===== src/rtl/glitcbus_slave_if.sv =====
// GLITCBUS pins plus the local register-bus handshake, bundled for the slave.
// Slave drives GAD out/oe and the register strobe; master side is the TISC/bench.
interface glitcbus_slave_if;
    logic        gsel_b_i;
    logic        grdwr_b_i;
    logic [7:0]  gad_i;
    logic [7:0]  gad_o;
    logic        gad_oe_o;
    logic [7:0]  reg_adr_o;
    logic [31:0] reg_dat_o;
    logic        reg_we_o;
    logic        reg_stb_o;
    logic [31:0] reg_dat_i;
    logic        reg_ack_i;
    logic        busy_o;
    logic        collision_o;
    logic        timeout_o;

    modport slave (
        input  gsel_b_i, grdwr_b_i, gad_i, reg_dat_i, reg_ack_i,
        output gad_o, gad_oe_o, reg_adr_o, reg_dat_o, reg_we_o, reg_stb_o,
        output busy_o, collision_o, timeout_o
    );

    modport master (
        output gsel_b_i, grdwr_b_i, gad_i, reg_dat_i, reg_ack_i,
        input  gad_o, gad_oe_o, reg_adr_o, reg_dat_o, reg_we_o, reg_stb_o,
        input  busy_o, collision_o, timeout_o
    );
endinterface


===== src/rtl/glitcbus_slave.sv =====
// GLITCBUS responder: 1 address byte + 4 write bytes -> register strobe, or strobe -> 4 read bytes.
// Read data appears TURNAROUND cycles after the address; no backpressure, late selects raise collision.
module glitcbus_slave #(
    parameter int          TURNAROUND    = 2,
    parameter int          WRITE_TIMEOUT = 8,
    parameter logic [31:0] DEAD_VALUE    = 32'hDEADDEAD
) (
    input  logic             clk_i,
    input  logic             rst_b_i,
    glitcbus_slave_if.slave  bus
);

    typedef enum logic [2:0] {
        IDLE,
        WDATA,
        WSTROBE,
        RWAIT,
        RDATA,
        RRELEASE
    } state_t;

    state_t      state;
    logic [1:0]  bcnt;
    logic [15:0] tcnt;
    logic [15:0] rcnt;
    logic [31:0] rd_buf;
    logic        rd_got;
    logic [31:0] rd_sel;

    // Word handed to the GAD serialiser at the read deadline.
    always_comb begin
        rd_sel = DEAD_VALUE;
        if (rd_got)
            rd_sel = rd_buf;
        else if (bus.reg_ack_i)
            rd_sel = bus.reg_dat_i;
    end

    always_ff @(posedge clk_i or negedge rst_b_i) begin
        if (!rst_b_i) begin
            state           <= IDLE;
            bcnt            <= 2'd0;
            tcnt            <= 16'd0;
            rcnt            <= 16'd0;
            rd_buf          <= 32'd0;
            rd_got          <= 1'b0;
            bus.gad_o       <= 8'd0;
            bus.gad_oe_o    <= 1'b0;
            bus.reg_adr_o   <= 8'd0;
            bus.reg_dat_o   <= 32'd0;
            bus.reg_we_o    <= 1'b0;
            bus.reg_stb_o   <= 1'b0;
            bus.busy_o      <= 1'b0;
            bus.collision_o <= 1'b0;
            bus.timeout_o   <= 1'b0;
        end else begin
            bus.collision_o <= 1'b0;
            bus.timeout_o   <= 1'b0;
            case (state)
                IDLE: begin
                    if (!bus.gsel_b_i) begin
                        bus.reg_adr_o <= bus.gad_i;
                        bus.busy_o    <= 1'b1;
                        if (bus.grdwr_b_i) begin
                            state         <= RWAIT;
                            bus.reg_stb_o <= 1'b1;
                            bus.reg_we_o  <= 1'b0;
                            rcnt          <= 16'd1;
                            rd_got        <= 1'b0;
                        end else begin
                            state <= WDATA;
                            bcnt  <= 2'd0;
                        end
                    end
                end
                WDATA: begin
                    if (bus.gsel_b_i) begin
                        state      <= IDLE;
                        bus.busy_o <= 1'b0;
                    end else begin
                        bus.reg_dat_o[{bcnt, 3'b000} +: 8] <= bus.gad_i;
                        bcnt <= bcnt + 2'd1;
                        if (bcnt == 2'd3) begin
                            state         <= WSTROBE;
                            bus.reg_stb_o <= 1'b1;
                            bus.reg_we_o  <= 1'b1;
                            tcnt          <= 16'd0;
                        end
                    end
                end
                WSTROBE: begin
                    // Select here is a protocol violation, not an abort.
                    if (!bus.gsel_b_i)
                        bus.collision_o <= 1'b1;
                    if (bus.reg_ack_i) begin
                        bus.reg_stb_o <= 1'b0;
                        state         <= IDLE;
                        bus.busy_o    <= 1'b0;
                    end else if (tcnt == 16'(WRITE_TIMEOUT - 1)) begin
                        bus.reg_stb_o <= 1'b0;
                        bus.timeout_o <= 1'b1;
                        state         <= IDLE;
                        bus.busy_o    <= 1'b0;
                    end else begin
                        tcnt <= tcnt + 16'd1;
                    end
                end
                RWAIT: begin
                    if (bus.gsel_b_i) begin
                        bus.reg_stb_o <= 1'b0;
                        state         <= IDLE;
                        bus.busy_o    <= 1'b0;
                    end else begin
                        if (!rd_got && bus.reg_ack_i) begin
                            rd_buf        <= bus.reg_dat_i;
                            rd_got        <= 1'b1;
                            bus.reg_stb_o <= 1'b0;
                        end
                        if (rcnt == 16'(TURNAROUND)) begin
                            state         <= RDATA;
                            bus.reg_stb_o <= 1'b0;
                            bus.gad_oe_o  <= 1'b1;
                            bus.gad_o     <= rd_sel[7:0];
                            rd_buf        <= rd_sel;
                            bcnt          <= 2'd1;
                        end else begin
                            rcnt <= rcnt + 16'd1;
                        end
                    end
                end
                RDATA: begin
                    if (bus.gsel_b_i) begin
                        bus.gad_oe_o <= 1'b0;
                        bus.gad_o    <= 8'd0;
                        state        <= IDLE;
                        bus.busy_o   <= 1'b0;
                    end else if (bcnt == 2'd0) begin
                        // bcnt wrapped: all four bytes have been on GAD.
                        bus.gad_oe_o <= 1'b0;
                        bus.gad_o    <= 8'd0;
                        state        <= RRELEASE;
                    end else begin
                        bus.gad_o <= rd_buf[{bcnt, 3'b000} +: 8];
                        bcnt      <= bcnt + 2'd1;
                    end
                end
                RRELEASE: begin
                    if (!bus.gsel_b_i)
                        bus.collision_o <= 1'b1;
                    state      <= IDLE;
                    bus.busy_o <= 1'b0;
                end
                default: begin
                    state      <= IDLE;
                    bus.busy_o <= 1'b0;
                end
            endcase
        end
    end

endmodule


===== src/flat_wrapper.sv =====
// flat-port wrapper written by rule: the top's interface ports become plain ports
module glitcbus_slave_flat 
#(
    parameter int          TURNAROUND    = 2,
    parameter int          WRITE_TIMEOUT = 8,
    parameter logic [31:0] DEAD_VALUE    = 32'hDEADDEAD
)
  (clk_i, rst_b_i, bus_gsel_b_i, bus_grdwr_b_i, bus_gad_i, bus_reg_dat_i, bus_reg_ack_i, bus_gad_o, bus_gad_oe_o, bus_reg_adr_o, bus_reg_dat_o, bus_reg_we_o, bus_reg_stb_o, bus_busy_o, bus_collision_o, bus_timeout_o);
  glitcbus_slave_if bus_i ();
  input  logic clk_i;
  input  logic rst_b_i;
  input wire logic [$bits(bus_i.gsel_b_i)-1:0] bus_gsel_b_i;
  input wire logic [$bits(bus_i.grdwr_b_i)-1:0] bus_grdwr_b_i;
  input wire logic [$bits(bus_i.gad_i)-1:0] bus_gad_i;
  input wire logic [$bits(bus_i.reg_dat_i)-1:0] bus_reg_dat_i;
  input wire logic [$bits(bus_i.reg_ack_i)-1:0] bus_reg_ack_i;
  output wire logic [$bits(bus_i.gad_o)-1:0] bus_gad_o;
  output wire logic [$bits(bus_i.gad_oe_o)-1:0] bus_gad_oe_o;
  output wire logic [$bits(bus_i.reg_adr_o)-1:0] bus_reg_adr_o;
  output wire logic [$bits(bus_i.reg_dat_o)-1:0] bus_reg_dat_o;
  output wire logic [$bits(bus_i.reg_we_o)-1:0] bus_reg_we_o;
  output wire logic [$bits(bus_i.reg_stb_o)-1:0] bus_reg_stb_o;
  output wire logic [$bits(bus_i.busy_o)-1:0] bus_busy_o;
  output wire logic [$bits(bus_i.collision_o)-1:0] bus_collision_o;
  output wire logic [$bits(bus_i.timeout_o)-1:0] bus_timeout_o;
  assign bus_i.gsel_b_i = bus_gsel_b_i;
  assign bus_i.grdwr_b_i = bus_grdwr_b_i;
  assign bus_i.gad_i = bus_gad_i;
  assign bus_i.reg_dat_i = bus_reg_dat_i;
  assign bus_i.reg_ack_i = bus_reg_ack_i;
  assign bus_gad_o = bus_i.gad_o;
  assign bus_gad_oe_o = bus_i.gad_oe_o;
  assign bus_reg_adr_o = bus_i.reg_adr_o;
  assign bus_reg_dat_o = bus_i.reg_dat_o;
  assign bus_reg_we_o = bus_i.reg_we_o;
  assign bus_reg_stb_o = bus_i.reg_stb_o;
  assign bus_busy_o = bus_i.busy_o;
  assign bus_collision_o = bus_i.collision_o;
  assign bus_timeout_o = bus_i.timeout_o;
  glitcbus_slave #(.TURNAROUND(TURNAROUND), .WRITE_TIMEOUT(WRITE_TIMEOUT), .DEAD_VALUE(DEAD_VALUE)) u_core (.clk_i(clk_i), .rst_b_i(rst_b_i), .bus(bus_i));
endmodule

===== config.mk =====
export PLATFORM = sky130hd
export DESIGN_NAME = glitcbus_slave_flat
export DESIGN_NICKNAME = d
export VERILOG_FILES = /design/src/rtl/glitcbus_slave_if.sv /design/src/rtl/glitcbus_slave.sv /design/src/flat_wrapper.sv
export SDC_FILE = /design/constraint.sdc
export NUM_CORES = 1
export LEC_CHECK = 0
export CORE_ASPECT_RATIO = 0.8
export CORE_MARGIN = 4
export CORE_UTILIZATION = 50
export CTS_BUF_LIST = sky130_fd_sc_hd__clkbuf_4
export CTS_CLUSTER_DIAMETER = 50
export DETAILED_ROUTE_END_ITERATION = 7
export GPL_TIMING_DRIVEN = 1
export PLACE_DENSITY_LB_ADDON = 0.08
export SLEW_MARGIN = 20
export SYNTH_ARGS = -nofsm -noshare
export SYNTH_HDL_FRONTEND = slang
export SYNTH_SLANG_ARGS = --single-unit
export TNS_END_PERCENT = 5

===== constraint.sdc =====
create_clock -name clk_i -period 2.06 [get_ports clk_i]
set_input_delay 0.309 -clock clk_i [delete_from_list [all_inputs] [get_ports clk_i]]
set_output_delay 0.309 -clock clk_i [all_outputs]
set_load 0.02 [all_outputs]

==> results of run 1 <==
-- timing repair --
item | CTS | global route
hold buffers | 1 | 0
gates resized for setup | 2 | 9
hold endpoints to repair | 124 | 0
setup buffers | 0 | 0
endpoints found under the setup margin | 2 | 23
-- kinds of logic after synthesis --
family | Yosys count | share of synthesized area (%)
AOI/OAI and AO/OA | 172 | 17.4
xor gates and xnor gates | 1 | 0.149
adders and majority gates | 9 | 1.92
buffers and inverters | 39 | 2.64
DFF | 124 | 52.9
muxes | 21 | 5.48
and+or+nand+nor | 247 | 19.6
-- synth_stat cells, types with 5 or more instances --
| cell type | n |
|---|---|
| mux4_2 | 8 |
| a31oi_1 | 10 |
| o22a_1 | 6 |
| and3_1 | 7 |
| or3_1 | 8 |
| clkbuf_1 | 19 |
| o31ai_1 | 6 |
| nor3_1 | 7 |
| dfrtp_1 | 124 |
| mux2_2 | 9 |
| o221ai_1 | 5 |
| o21ai_0 | 91 |
| nand3_1 | 15 |
| a21oi_1 | 24 |
| nor2_1 | 38 |
| a22o_1 | 12 |
| nor4_1 | 5 |
| nand4_1 | 7 |
| inv_1 | 11 |
| nand2_1 | 135 |
| ha_1 | 9 |
-- power breakdown --
part	internal [mW]	total, mW	switching [mW]
logic	1.76	3.69	1.93
registers	3.18	3.78	0.605
clock network	0.751	1.63	0.880
total	5.69	9.10	3.41
-- routing by layer --
layer / track usage (%) / up-vias / wire, um
li1: - / 2446 / -
met1: 32.3 / 2488 / 6810
met2: 34.9 / 157 / 7010
met3: 5.83 / 15 / 725
met4: 5.40 / 0 / 174
met5: 0 / - / 0
-- final timing paths --
kind,start,to,slack [ns]
worst max-delay path,u_core.tcnt[0]$_DFFE_PN0P_,u_core.tcnt[13]$_DFFE_PN0P_,0.12
worst min-delay path,rst_b_i,u_core.tcnt[12]$_DFFE_PN0P_,0.14
worst max register to register,u_core.tcnt[0]$_DFFE_PN0P_,u_core.tcnt[13]$_DFFE_PN0P_,0.12
worst min register to register,u_core.rd_buf[11]$_DFFE_PN0P_,u_core.rd_buf[11]$_DFFE_PN0P_,0.48
max in group asynchronous,rst_b_i,u_core.rd_buf[13]$_DFFE_PN0P_,1.22
min in group clk_i,bus_reg_dat_i[18],u_core.rd_buf[18]$_DFFE_PN0P_,0.41
-- state kept, by name, summed over array words and instances (netlist names) --
name                    count
u_core.rd_buf              32
u_core.bus.reg_stb_o        1
u_core.state                3
u_core.bcnt                 2
u_core.rd_got               1
u_core.bus.reg_we_o         1
u_core.bus.busy_o           1
u_core.tcnt                16
u_core.bus.gad_o            8
u_core.bus.timeout_o        1
u_core.bus.gad_oe_o         1
u_core.bus.reg_adr_o        8
u_core.bus.reg_dat_o       32
u_core.rcnt                16
u_core.bus.collision_o      1
-- worst max-delay path, stage by stage, from the launching register on --
cell and delay, ns:
dfrtp_1 0.43, ha_1 0.23, nor4bb_1 0.12, and4_1 0.23
or3_4 0.40, or3_1 0.36, o21ai_0 0.09
-- through the flow --
stage	hold WS, ns	cells	setup slack, ns
2_1_floorplan	0.0134	613	0.128
3_3_place_gp	0.139	870	-0.105
3_5_place_dp	0.138	870	-0.151
4_1_cts	0.115	903	0.0155
5_1_grt	0.0873	903	0.0160
6_report	0.144	903	0.118
-- layout by cell type, fill, tap and decap left out, types with 4 or more instances in the layout --
cell	Yosys	final
ha_1	9	9
and3_1	7	7
a21oi_1	24	24
mux4_2	8	8
clkdlybuf4s50_1	0	97
or3_1	8	7
mux2_2	9	9
and2_1	4	4
a31oi_1	10	10
o21ai_1	3	4
nand4_1	7	7
dfrtp_1	124	123
o21ai_0	91	90
o31ai_1	6	6
o221ai_1	5	5
buf_4	1	36
nor4_1	5	4
inv_1	11	11
a22oi_1	4	4
nand3_1	15	15
mux2i_1	4	4
nand2_1	135	134
nor3_1	7	7
and4_1	4	4
nor2_1	38	38
a22o_1	12	12
o22a_1	6	6
clkbuf_4	0	20
-- layout make-up --
cell class | count | area (um2) | area share (%)
clock buffer | 20 | 150 | 1.98
tap | 148 | 185 | 2.44
multi-input combinational | 450 | 2660 | 35.0
inverter | 11 | 41.3 | 0.545
timing repair buffer | 138 | 1320 | 17.4
sequential | 124 | 3100 | 40.9
clock inverter | 12 | 124 | 1.63
==> flow_metrics.env, run 1 <==
export IMPL_status="finished, final reports clean"
export IMPL_fp_dieH_um=105
export IMPL_grt_pass1_vias=4865
export IMPL_synth_edf_count=0
export IMPL_report_final_setup_viol=0
export IMPL_layout_cells_sized_above_1_pct=13.4
export IMPL_antenna_left=0
export IMPL_total_power_mw=9.10
export IMPL_buffer_ports_inserted=98
export IMPL_final_core_util_pct=65.8
export IMPL_final_fill_count=934
export IMPL_worstPathMaxFanout=7
export IMPL_synth_flop_cell="dfrtp_1"
export IMPL_fp_coreArea_um2=11500
export IMPL_worst_ep_required_time_ns=2.48
export IMPL_cts_sink_count=124
export IMPL_drt_total_wl_mm=14.7
export IMPL_finalWeightedCongestion=0.832
export IMPL_final_hold_violation_count=0
export IMPL_netlist_instances=613
export IMPL_min_period_over_period_pct=94.3
export IMPL_cts_buffers_inserted=17
export IMPL_total_leakage_power_nw=3.28
export IMPL_area_growth_syn_to_layout_pct=29.2
export IMPL_worst_skew_pair_late_latency_ns=0.51
export IMPL_pin_count_of_the_biggest_net_entering_global_routing=50
export IMPL_cts_tree="yes"
export IMPL_root_buffer="clkbuf_4"
export IMPL_crit_type="flop to flop"
export IMPL_dpl_cell_area_um2=7250
export IMPL_max_clock_freq_mhz=515
export IMPL_synth_area_um2=5870
export IMPL_seq_area_frac_synth_pct=52.9
export IMPL_place_hpwl_mm=10.8
export IMPL_final_nets=796
export IMPL_power_per_cell_area_nw_per_um2=1200
export IMPL_timing_critical_path_from_type="flop"
export IMPL_yosysUniqueCellTypes=50
export IMPL_final_min_clock_period_ns=1.94
export IMPL_grt_overflow_total=0
export IMPL_setup_total_negative_slack_ns=0
export IMPL_worst_slew_pin_slew_ns=0.663
export IMPL_drtIter0Drc=428
export IMPL_die_area_um2=13500
export IMPL_vias_per_cell=5.65
export IMPL_first_pass_iters=5
export IMPL_worst_clock_skew_ns=0.0243
export IMPL_slew_limit_headroom_pct=55.6
export IMPL_rsz0062_at_grt="no"
export IMPL_initial_utilization_pct=51.0
export IMPL_path_clk_slew_ns=0.11
export IMPL_grtUsageTotal_pct=22.7
export IMPL_num_antenna_cells=0
export IMPL_synth_warnings=0
export IMPL_synth_area_leaders="dfrtp_1 (53%), nand2_1 (8.6%), o21ai_0 (7.8%), mux4_2 (3.1%), nor2_1 (2.4%)"
export IMPL_worstRegToRegCells=6
export IMPL_finish_instance_area_um2=7580
export IMPL_synth_avg_cell_area_um2=9.57
export IMPL_io_pins=99
export IMPL_vdd_drop_max_v=0.000489
export IMPL_antenna_violations_before_repair=0
export IMPL_drcViolationCount=0
export IMPL_syn_num_nets=667
export IMPL_report_final_slew_viol_count=0
export IMPL_dieWidth_um=129
export IMPL_cts_htree_levels=4
export IMPL_maxCapViolCount=0
export IMPL_min_delay_path_class="input pin to asynchronous set/reset pin"
export IMPL_wire_per_inst_um=16.3
export IMPL_synth_async_reset_ratio_pct=100
export IMPL_ys_ff_latch=124
export IMPL_endpoint_kind="flop"
export IMPL_rows=35
export IMPL_route_vias_total=5106
export IMPL_max_clock_path_buffers=2
export IMPL_synth_top_area_share_pct=52.9
export IMPL_global_route_wire_length_before_repair_mm=24.6
export IMPL_post_synth_top_area_cell="dfrtp_1"
export IMPL_crit_arrival_ns=2.36
Power figures use the tool's default switching activity.
==> inputs of run 2 (changes only) <==
- TNS_END_PERCENT: 5 -> unset
==> results of run 2 <==
No change in the layout: final DEF, timing and power equal those of run 1.
==> inputs of run 3 (changes only) <==
- CORE_MARGIN: 4 -> unset
==> flow_metrics.env, run 3 (same netlist as run 1, synthesis figures left out) <==
export IMPL_cts_tree="yes"
export IMPL_dieWidth_um=123
export IMPL_fp_coreArea_um2=11100
export IMPL_final_cell_count_no_fill=899
export IMPL_grt_overflow_total=0
export IMPL_crit_arrival_ns=2.41
export IMPL_grt_pass1_vias=4818
export IMPL_max_clock_freq_mhz=509
export IMPL_die_area_um2=12200
export IMPL_antenna_violations_before_repair=0
export IMPL_crit_buf_inv=0
export IMPL_wire_per_inst_um=16.2
export IMPL_most_common_layout_cells="nand2_1 (134), dfrtp_1 (124), clkdlybuf4s50_1 (97)"
export IMPL_regArea_um2=3100
export IMPL_grtUsageTotal_pct=25.6
export IMPL_worstPathMaxFanout=8
export IMPL_worst_path_stages=6
export IMPL_cts_buffers_inserted=17
export IMPL_num_antenna_cells=0
export IMPL_slew_limit_headroom_pct=56.0
export IMPL_root_buffer="clkbuf_4"
export IMPL_layout_top_registers="u_core.bus.reg_dat_o (32), u_core.rd_buf (32)"
export IMPL_global_route_wire_length_before_repair_mm=24.1
export IMPL_final_min_clock_period_ns=1.96
export IMPL_min_delay_path_class="input pin to asynchronous set/reset pin"
export IMPL_timing_critical_path_from_type="flop"
export IMPL_total_power_mw=9.34
export IMPL_path_clk_slew_ns=0.11
export IMPL_maxCapViolCount=0
export IMPL_first_pass_iters=5
export IMPL_footprint_of_the_multi_input_gates_um2=2650
export IMPL_final_core_util_pct=68.4
export IMPL_max_stage_delay_ns=0.43
export IMPL_drcViolationCount=0
export IMPL_drtIter0Drc=359
export IMPL_vias_per_cell=5.72
export IMPL_cp_cell_sequence="ha_1 -> nor4bb_1 -> and4_1 -> or3_4 -> or3_1 -> o21ai_0"
export IMPL_worst_ep_required_time_ns=2.50
export IMPL_worst_clock_skew_ns=0.0147
export IMPL_postLayoutSetupSlackWorst_ns=0.0963
export IMPL_report_final_slew_viol_count=0
export IMPL_final_fill_count=880
export IMPL_pin_count_of_the_biggest_net_entering_global_routing=52
export IMPL_final_common_cell="nand2_1"
export IMPL_rsz0062_at_grt="no"
export IMPL_worstRegToRegCells=6
export IMPL_critical_path_top_delay_family="simple AND/OR/NAND/NOR gates"
export IMPL_min_period_over_period_pct=95.3
export IMPL_status="finished, final reports clean"
export IMPL_preCtsSetupSlack_ns=-0.129
export IMPL_io_pins=99
export IMPL_report_final_setup_viol=0
export IMPL_place_hpwl_mm=10.3
export IMPL_final_hold_violation_count=0
export IMPL_total_leakage_power_nw=3.30
export IMPL_endpoint_kind="flop"
export IMPL_cts_htree_levels=4
export IMPL_finish_instance_area_um2=7620
export IMPL_vdd_drop_max_v=0.000500
export IMPL_power_per_cell_area_nw_per_um2=1220
export IMPL_cp_slowest_cell="dfrtp_1"
export IMPL_final_nets=796
export IMPL_postCtsSetupRepairBufs=0
export IMPL_area_growth_syn_to_layout_pct=29.9
export IMPL_cts_sink_count=124
export IMPL_route_vias_total=5141
export IMPL_buffer_ports_inserted=98
export IMPL_worst_skew_pair_late_latency_ns=0.52
export IMPL_max_clock_path_buffers=2
export IMPL_layout_cells_sized_above_1_pct=13.1
export IMPL_initial_utilization_pct=52.7
export IMPL_crit_type="flop to flop"
export IMPL_dpl_cell_area_um2=7250
export IMPL_worst_slew_pin_slew_ns=0.658
export IMPL_placed_cells_incl_taps=865
export IMPL_rows=34
export IMPL_drt_total_wl_mm=14.6
export IMPL_antenna_left=0
export IMPL_finalWeightedCongestion=0.862
export IMPL_fp_dieH_um=98.9
-- run 3: worst register-to-register path, cell delays in order (launching register included) --
cell and delay (ns):
dfrtp_1 0.43, ha_1 0.23, nor4bb_1 0.13, and4_1 0.25
or3_4 0.41, or3_1 0.35, o21ai_0 0.08
-- run 3: layer usage --
metal | track usage [%] | routed length (um) | part of all wire (%)
met3 | 5.09 | 817 | 5.6
met1 | 37.2 | 6790 | 46
met4 | 7.88 | 154 | 1.1
met2 | 38.9 | 6840 | 47
met5 | 0 | 0 | 0
-- run 3: layout make-up --
class,count,share of cell area [%]
clock buffers,19,1.87
clock inverters,13,2.28
inverters,11,0.542
multi-input cells,450,34.8
flip-flops and latches,124,40.7
well taps,144,2.36
repair buffers,138,17.5
-- run 3: where the power goes --
| part | internal, mW | total, mW | leakage (nW) | switching [mW] |
|---|---|---|---|---|
| Combinational | 1.77 | 3.69 | 1.51 | 1.93 |
| Clock | 0.977 | 1.89 | 0.165 | 0.910 |
| Sequential | 3.18 | 3.76 | 1.63 | 0.580 |
| Total | 5.92 | 9.34 | 3.30 | 3.42 |
-- run 3: what timing repair did --
action,CTS,global route
hold buffers,1,0
hold endpoints to repair,37,0
gates cloned,0,1
pin swaps,0,0
resized for setup,2,7
endpoints found under the setup margin,2,18
-- run 3: worst paths after layout --
path | start | endpoint | slack, ns
min in group clk_i | bus_reg_dat_i[31] | u_core.rd_buf[31]$_DFFE_PN0P_ | 0.39
setup reg to reg | u_core.tcnt[0]$_DFFE_PN0P_ | u_core.tcnt[13]$_DFFE_PN0P_ | 0.1
hold / removal | rst_b_i | u_core.tcnt[10]$_DFFE_PN0P_ | 0.30
hold reg to reg | u_core.rd_buf[28]$_DFFE_PN0P_ | u_core.rd_buf[28]$_DFFE_PN0P_ | 0.48
max in group asynchronous | rst_b_i | u_core.bus.reg_adr_o[3]$_DFFE_PN0P_ | 1.11
setup / recovery | u_core.tcnt[0]$_DFFE_PN0P_ | u_core.tcnt[13]$_DFFE_PN0P_ | 0.1
-- run 3: per-stage QoR --
step / hold WS [ns] / TNS (ns)
4_1_cts: 0.289 / 0
3_3_place_gp: 0.324 / -1.27
2_1_floorplan: 0.0134 / 0
3_5_place_dp: 0.325 / -1.86
5_1_grt: 0.310 / 0
6_report: 0.295 / 0
